## src/rtl/shift_pkg.sv

```systemverilog
// Shared types and default sizes for the iterative shift unit.
package shift_pkg;

  localparam int DEF_WIDTH = 16;
  localparam int DEF_AMT_W = 4;

  typedef enum logic [1:0] {SH_PASS, SH_LSL, SH_LSR, SH_ASR} shift_op_t;
  typedef enum logic [1:0] {ST_IDLE, ST_SHIFT, ST_DONE} shift_state_t;

endpackage

```

## src/rtl/shift_step.sv

```systemverilog
// Single 1-bit shift step; purely combinational, used in the result feedback path.
module shift_step
  import shift_pkg::*;
#(
  parameter int WIDTH = DEF_WIDTH
) (
  input  logic [WIDTH-1:0] in,
  input  shift_op_t        op,
  output logic [WIDTH-1:0] out
);

  // NOTE: out is assigned before the case so every path drives it and no latch is inferred.
  always_comb begin
    out = in;
    case (op)
      SH_LSL:  out = {in[WIDTH-2:0], 1'b0};
      SH_LSR:  out = {1'b0, in[WIDTH-1:1]};
      SH_ASR:  out = {in[WIDTH-1], in[WIDTH-1:1]};
      default: out = in;
    endcase
  end

endmodule

```

## src/rtl/iter_shifter.sv

```systemverilog
// Multi-cycle LSL/LSR/ASR unit: one bit position per clock, start/busy/done handshake.
module iter_shifter
  import shift_pkg::*;
#(
  parameter int WIDTH = DEF_WIDTH,
  parameter int AMT_W = DEF_AMT_W
) (
  input  logic             clk,
  input  logic             rst_n,
  input  logic             start,
  input  logic [WIDTH-1:0] in,
  input  logic [1:0]       op,
  input  logic [AMT_W-1:0] amt,
  output logic             busy,
  output logic             done,
  output logic [WIDTH-1:0] sout
);

  shift_state_t     state, state_next;
  shift_op_t        op_r;
  logic [AMT_W-1:0] count;
  logic             accept;
  logic [WIDTH-1:0] step_out;

  shift_step #(.WIDTH(WIDTH)) u_step (
    .in  (sout),
    .op  (op_r),
    .out (step_out)
  );

  always_comb begin
    state_next = state;
    accept     = 1'b0;
    case (state)
      ST_IDLE, ST_DONE: begin
        if (start) begin
          accept     = 1'b1;
          state_next = (shift_op_t'(op) == SH_PASS || amt == '0) ? ST_DONE : ST_SHIFT;
        end else begin
          state_next = ST_IDLE;
        end
      end
      ST_SHIFT: begin
        if (count == AMT_W'(1)) state_next = ST_DONE;
      end
      default: state_next = ST_IDLE;
    endcase
  end

  // busy/done are flopped from the next state so they leave the unit glitch-free.
  // NOTE: sequential state uses non-blocking assignments so all flops update from pre-edge values.
  always_ff @(posedge clk or negedge rst_n) begin
    if (!rst_n) begin
      state <= ST_IDLE;
      busy  <= 1'b0;
      done  <= 1'b0;
      sout  <= '0;
      op_r  <= SH_PASS;
      count <= '0;
    end else begin
      state <= state_next;
      busy  <= (state_next == ST_SHIFT);
      done  <= (state_next == ST_DONE);
      if (accept) begin
        sout  <= in;
        op_r  <= shift_op_t'(op);
        count <= amt;
      end else if (state == ST_SHIFT) begin
        sout  <= step_out;
        count <= count - AMT_W'(1);
      end
    end
  end

endmodule

```

## config.mk

```make
export PLATFORM = sky130hd
export DESIGN_NAME = iter_shifter
export DESIGN_NICKNAME = d
export VERILOG_FILES = /design/src/rtl/shift_pkg.sv /design/src/rtl/shift_step.sv /design/src/rtl/iter_shifter.sv
export SDC_FILE = /design/constraint.sdc
export NUM_CORES = 1
export LEC_CHECK = 0
export BUFFER_PORTS_ARGS = -buffer_cell sky130_fd_sc_hd__buf_2
export CAP_MARGIN = 20
export CORE_AREA = 2 2 47 66
export CTS_CLUSTER_DIAMETER = 100
export DETAILED_ROUTE_END_ITERATION = 8
export DIE_AREA = 0 0 49 68
export GPL_ROUTABILITY_DRIVEN = 1
export PLACE_DENSITY = 0.81
export SLEW_MARGIN = 10
export SYNTH_ARGS = -nofsm -noshare
export SYNTH_HDL_FRONTEND = slang
export SYNTH_SLANG_ARGS = --single-unit
```

## constraint.sdc

```tcl
create_clock -name clk -period 2.8 [get_ports clk]
set_input_delay 0.28 -clock clk [delete_from_list [all_inputs] [get_ports clk]]
set_output_delay 0.28 -clock clk [all_outputs]
set_load 0.03 [all_outputs]
```

Word-level counts from Yosys, hierarchy flattened
Index checks and enable logic that the tools add are counted.
Widths: inputs -> output; s select.
- bits in registers: 26
- input bits: 25
- output and inout bits: 18
- word-level logic and storage cells: 38
- add/subtract/negate cells: 1
- equal/unequal tests: 9
- muxes and demuxes: 11
- reduce and logical (&&, ||, !) cells: 10
- operator list (cell ; number):
    $pmux 16 s3 ; 1
    $mux 16 ; 2
    $eq 2x2->1 const B ; 4
    $mux 4 ; 2
    $eq 2x1->1 const B ; 3
    $mux 2 ; 3
    $eq 4x1->1 const B ; 1
    $logic_not 2->1 ; 2
    $logic_not 4->1 ; 1
    $pmux 2 s2 ; 1
    $reduce_bool 4->1 ; 1
    $sub 4x1->4 const B ; 1
    $reduce_and 3->1 ; 1
    $reduce_bool 3->1 ; 1
    $mux 1 ; 2
    $ne 2x2->1 const B ; 1
    $reduce_and 2->1 ; 1
    $reduce_bool 2->1 ; 1
    $reduce_or 2->1 ; 1
    $logic_or 1x1->1 ; 1

Longest topological paths before layout
- depth after elaboration: 6
- mapped depth: 6
- depth with buffers taken out: 5

Modules after synthesis
A second synthesis with hierarchy kept.
- cells, all modules: 166
- area total of the unflattened synthesis: 1611.5 sq um
- by module, submodules not included (module ; times used ; cells an instance ; area each (sq um) ; seq. area each (sq um)):
    iter_shifter ; 1 ; 115 ; 1256.2 ; 650.6
    shift_step ; 1 ; 51 ; 355.3 ; 0.0

Least setup slack after synthesis
No wires, ideal clock.
- path type: reg2reg
- start point: register state[1]
- end point: register sout[10]
- library setup time: 126 ps
- data arrival time: 1349 ps
- data required time: 2674 ps
- setup slack: 1325 ps
- stages on the path, launching flop included: 7
- buffers on the path: 3
- period minus slack after synthesis: 1475 ps
- cell sequence: dfrtp_1 > buf_6 > nand2b_4 > buf_6 > o21a_4 > buf_6 > a221o_1
- cells in the longest elaborated chain, start to end: 5
- elaborated cells between the ends (all ways): 9
- classes of those cells: eq/ne: 2; mux: 2; reduce/logical: 5
- RTL lines (what ; line ; source):
    start: declaration ; iter_shifter.sv:19 ; shift_state_t state, state_next;
    start signal: assignment ; iter_shifter.sv:61 ; state <= state_next;
    $eq 2x2->1 / $logic_not 2->1 (equally long branches) ; iter_shifter.sv:34 ; case (state)
    $reduce_or 2->1 ; iter_shifter.sv:34 ;
    $mux 1 ; iter_shifter.sv:34 ;
    $reduce_bool 4->1 (no source line) / $reduce_bool 2->1 (equally long branches) ; -- ;
    $reduce_and 2->1 (no source line) ; -- ;
    end signal: assignment ; iter_shifter.sv:65 ; sout <= in;
    end signal: assignment ; iter_shifter.sv:69 ; sout <= step_out;
    end: declaration ; iter_shifter.sv:16 ; output logic [WIDTH-1:0] sout
Several ways; a longest one is shown, not always the timed one.
A chain may end at the register's enable or synchronous reset.

Worst setup path in the final report
- start point: register state[0]
- end point: register sout[15]
- cells in the longest elaborated chain, start to end: 5
- elaborated cells between the ends (all ways): 10
- classes of those cells: eq/ne: 3; mux: 2; reduce/logical: 5
- RTL lines (what ; line):
    $eq 2x2->1 / $logic_not 2->1 (equally long branches) ; iter_shifter.sv:34
    $reduce_or 2->1 ; iter_shifter.sv:34
    $mux 1 ; iter_shifter.sv:34
    $ne 2x2->1 (no source line) (tied with other cells) ; --
    $reduce_and 3->1 (no source line) ; --
Several ways; a longest one is shown, not always the timed one.

==> flow_metrics.env <==
export IMPL_outcome="finished, violations left"
export IMPL_violations="hold timing"
export IMPL_utilization_pct=60.7
export IMPL_drt_wirelength_per_cell_um=14.6
export IMPL_antenna_found_initial=0
export IMPL_vdd_ir_drop_worst_uv=644
export IMPL_io_pins=43
export IMPL_cts_root_buffer="clkbuf_8"
export IMPL_grtUsageTotal_pct=20.8
export IMPL_ys_ff_latch=26
export IMPL_seqPwrFrac_pct=37.0
export IMPL_netlist_top_cells_area="dfrtp_1, a221o_1, a21oi_1, nand3b_1, nand2_1"
export IMPL_fp_dieW_um=49
export IMPL_post_dp_hpwl_um=2330
export IMPL_synth_main_ff_cell="dfrtp_1"
export IMPL_die_area_um2=3330
export IMPL_cts_setup_buffers=0
export IMPL_fin_worst_hold_slack_ns=-0.00865
export IMPL_grt_remaining_overflow=0
export IMPL_combPwrFrac_pct=49.1
export IMPL_initial_utilization_pct=51.4
export IMPL_slew_violations=0
export IMPL_worstPathArrival_ns=2.13
export IMPL_die_y_um=68
export IMPL_synth_avg_cell_area_um2=9.76
export IMPL_finClkSkew_ns=0.00279
export IMPL_num_rows=23
export IMPL_synth_most_common_cell="dfrtp_1"
export IMPL_p_per_area_nw_per_um2=1310
export IMPL_yosysUniqueCellTypes=29
export IMPL_postCtsHoldBufs=0
export IMPL_first_pass_iters=5
export IMPL_postRouteAntennaNets=0
export IMPL_startpoint_type="flop"
export IMPL_relSlewSlack_pct=46.2
export IMPL_cts_sinks=26
export IMPL_clkLatencyLatePin_ns=0.27
export IMPL_port_buffers=42
export IMPL_p_leak_nw=0.762
export IMPL_multi_input_area_um2=701
export IMPL_path_class="reg -> reg"
export IMPL_syn_nets=174
export IMPL_min_delay_path_class="in -> async"
export IMPL_grt_pass1_vias=1198
export IMPL_synth_area_um2=1440
export IMPL_synthArstFlopShare_pct=100
export IMPL_syn_to_final_growth_pct=18.0
export IMPL_finalSetupViolations=0
export IMPL_drive_gt1_share_pct=27.1
export IMPL_ys_seq_area_share_pct=45.3
export IMPL_internal_power_mw=1.21
export IMPL_cts_buffers=3
export IMPL_end_kind="flop"
export IMPL_fin_crit_ns=1.92
export IMPL_post_place_ws_ns=0.933
export IMPL_yosysTopAreaCell="dfrtp_1"
export IMPL_core_area_um2=2790
export IMPL_setup_tns_final_ns=0
export IMPL_crit_required_ns=3.01
export IMPL_antenna_cells=0
export IMPL_grt_max_degree=34
export IMPL_synth_warning_count=0
export IMPL_fin_nets=209
export IMPL_cp_max_fo=13
export IMPL_clkPwrFrac_pct=14.0
export IMPL_synth_edff_count=0
export IMPL_power_switching_share_pct=45.6
export IMPL_clk_pin_slew_worst_paths_ns=0.09
export IMPL_p_sw_mw=1.01
export IMPL_cts_resized=0
export IMPL_netlist_instances=147
export IMPL_timing_final_crit_share_pct=68.5
export IMPL_clockBufferDepth=2
export IMPL_wl_um=3180
export IMPL_synth_top_area_share_pct=45.3
export IMPL_drcViolationCount=0
export IMPL_drt_iter0_markers=30
export IMPL_yosys_top_cells_count="dfrtp_1, a21oi_1, nand2_1"
export IMPL_cts_tree="yes"
export IMPL_layout_setup_ws_ns=0.882
export IMPL_max_cap_violations=0
export IMPL_grt_pass1_wl_um=5380
export IMPL_gp_congestion=0.789
export IMPL_hold_violations=26
export IMPL_fmax_mhz=521
export IMPL_fillers=243
export IMPL_routed_via_count=1267
export IMPL_post_drt_via_cell_ratio=5.81
export IMPL_seqCellArea_um2=651
export IMPL_tightest_slew_ns=0.806
export IMPL_cts_max_level=1
export IMPL_rsz0062_at_grt="no"
## layout by cell type (no fill, tap or decap)
cell | Yosys | routed
buf_2 | 4 | 42
dfrtp_1 | 26 | 26
nand2_1 | 21 | 21
a21oi_1 | 21 | 21
nand3b_1 | 14 | 14
a221o_1 | 14 | 14
nor2b_1 | 7 | 7
a211oi_1 | 4 | 4
nor2_1 | 3 | 3
clkbuf_8 | 0 | 3
o21ai_0 | 2 | 2
nand2b_1 | 2 | 2
o22ai_1 | 2 | 2
a22o_1 | 2 | 2
inv_1 | 2 | 2
xnor2_1 | 2 | 2
ha_1 | 2 | 2
nand2b_4 | 1 | 1
nor3b_1 | 1 | 1
or4_1 | 1 | 1
o21a_4 | 1 | 1
xor2_1 | 1 | 1
a31oi_1 | 1 | 1
a2bb2oi_1 | 1 | 1
nand4b_1 | 1 | 1
o22a_1 | 1 | 1
nor4_1 | 1 | 1
bufinv_16 | 0 | 1
buf_4 | 0 | 1
## worst paths after layout
| check | startpoint | endpoint | slack [ns] | cells past startpoint |
|---|---|---|---|---|
| worst max register to register | state[0] | sout[15] | 0.88 | 4 |
| min in group clk | op[1] | op_r[1] | 0.22 | 3 |
| worst min-delay path | rst_n | sout[2] | -0.009 | 1 |
| max in group asynchronous | rst_n | sout[14] | 2.44 | 1 |
| worst max-delay path | state[0] | sout[15] | 0.88 | 4 |
| worst min register to register | sout[8] | sout[8] | 0.57 | 1 |
## per-layer routing
layer	part of all wire, %	vias to the layer above	routed length (µm)	track usage, %
met4	1.7	0	55	10.0
met2	52	47	1650	37.3
met3	4.9	6	156	2.84
met1	41	609	1310	24.8
li1	-	605	-	-
met5	0	-	0	0
## sequential cells by signal, indices dropped and copies added, names as in the netlist
signal	flops
sout	16
count	4
op_r	2
state	2
busy	1
done	1
## worst max-delay path, cell delays in order (launching register included)
cell,delay [ns]
dfrtp_1,0.55
nor2b_1,0.67
buf_4,0.30
a2bb2oi_1,0.18
o22a_1,0.15
## cell families (layout without fill, tap and decap cells)
group,after synthesis,after routing,share of synthesized area [%]
AOI/OAI and AO/OA,49,49,24.7
xor gates and xnor gates,3,3,1.83
adders and majority gates,2,2,1.74
buffers and inverters,15,49,5.84
DFF,26,26,45.3
and+or+nand+nor,52,52,20.6
## power groups by stage
stage	registers (mW)	clock network, mW	logic [mW]
6_report	0.821	0.310	1.09
5_1_grt	0.857	0.329	1.20
4_1_cts	0.816	0.316	1.10
3_5_place_dp	0.825	0	1.10
3_3_place_gp	0.818	0	1.06
2_1_floorplan	0.941	0	0.732
## final cells by class
class	instances	share of cell area [%]
sequential	26	38.4
inverter	2	0.443
tap	37	2.73
clock inverter	1	1.77
clock buffer	3	2.44
timing repair buffer	43	12.9
multi-input combinational	106	41.4
## stage by stage
stage | std cells | instance area (µm²) | total power, mW
finish | 218 | 1690 | 2.22
global route | 218 | 1690 | 2.39
CTS | 218 | 1690 | 2.23
detailed placement | 214 | 1620 | 1.93
global placement | 214 | 1620 | 1.88
floorplan | 147 | 1440 | 1.67
Note: power is estimated with default switching activity, not from simulation.
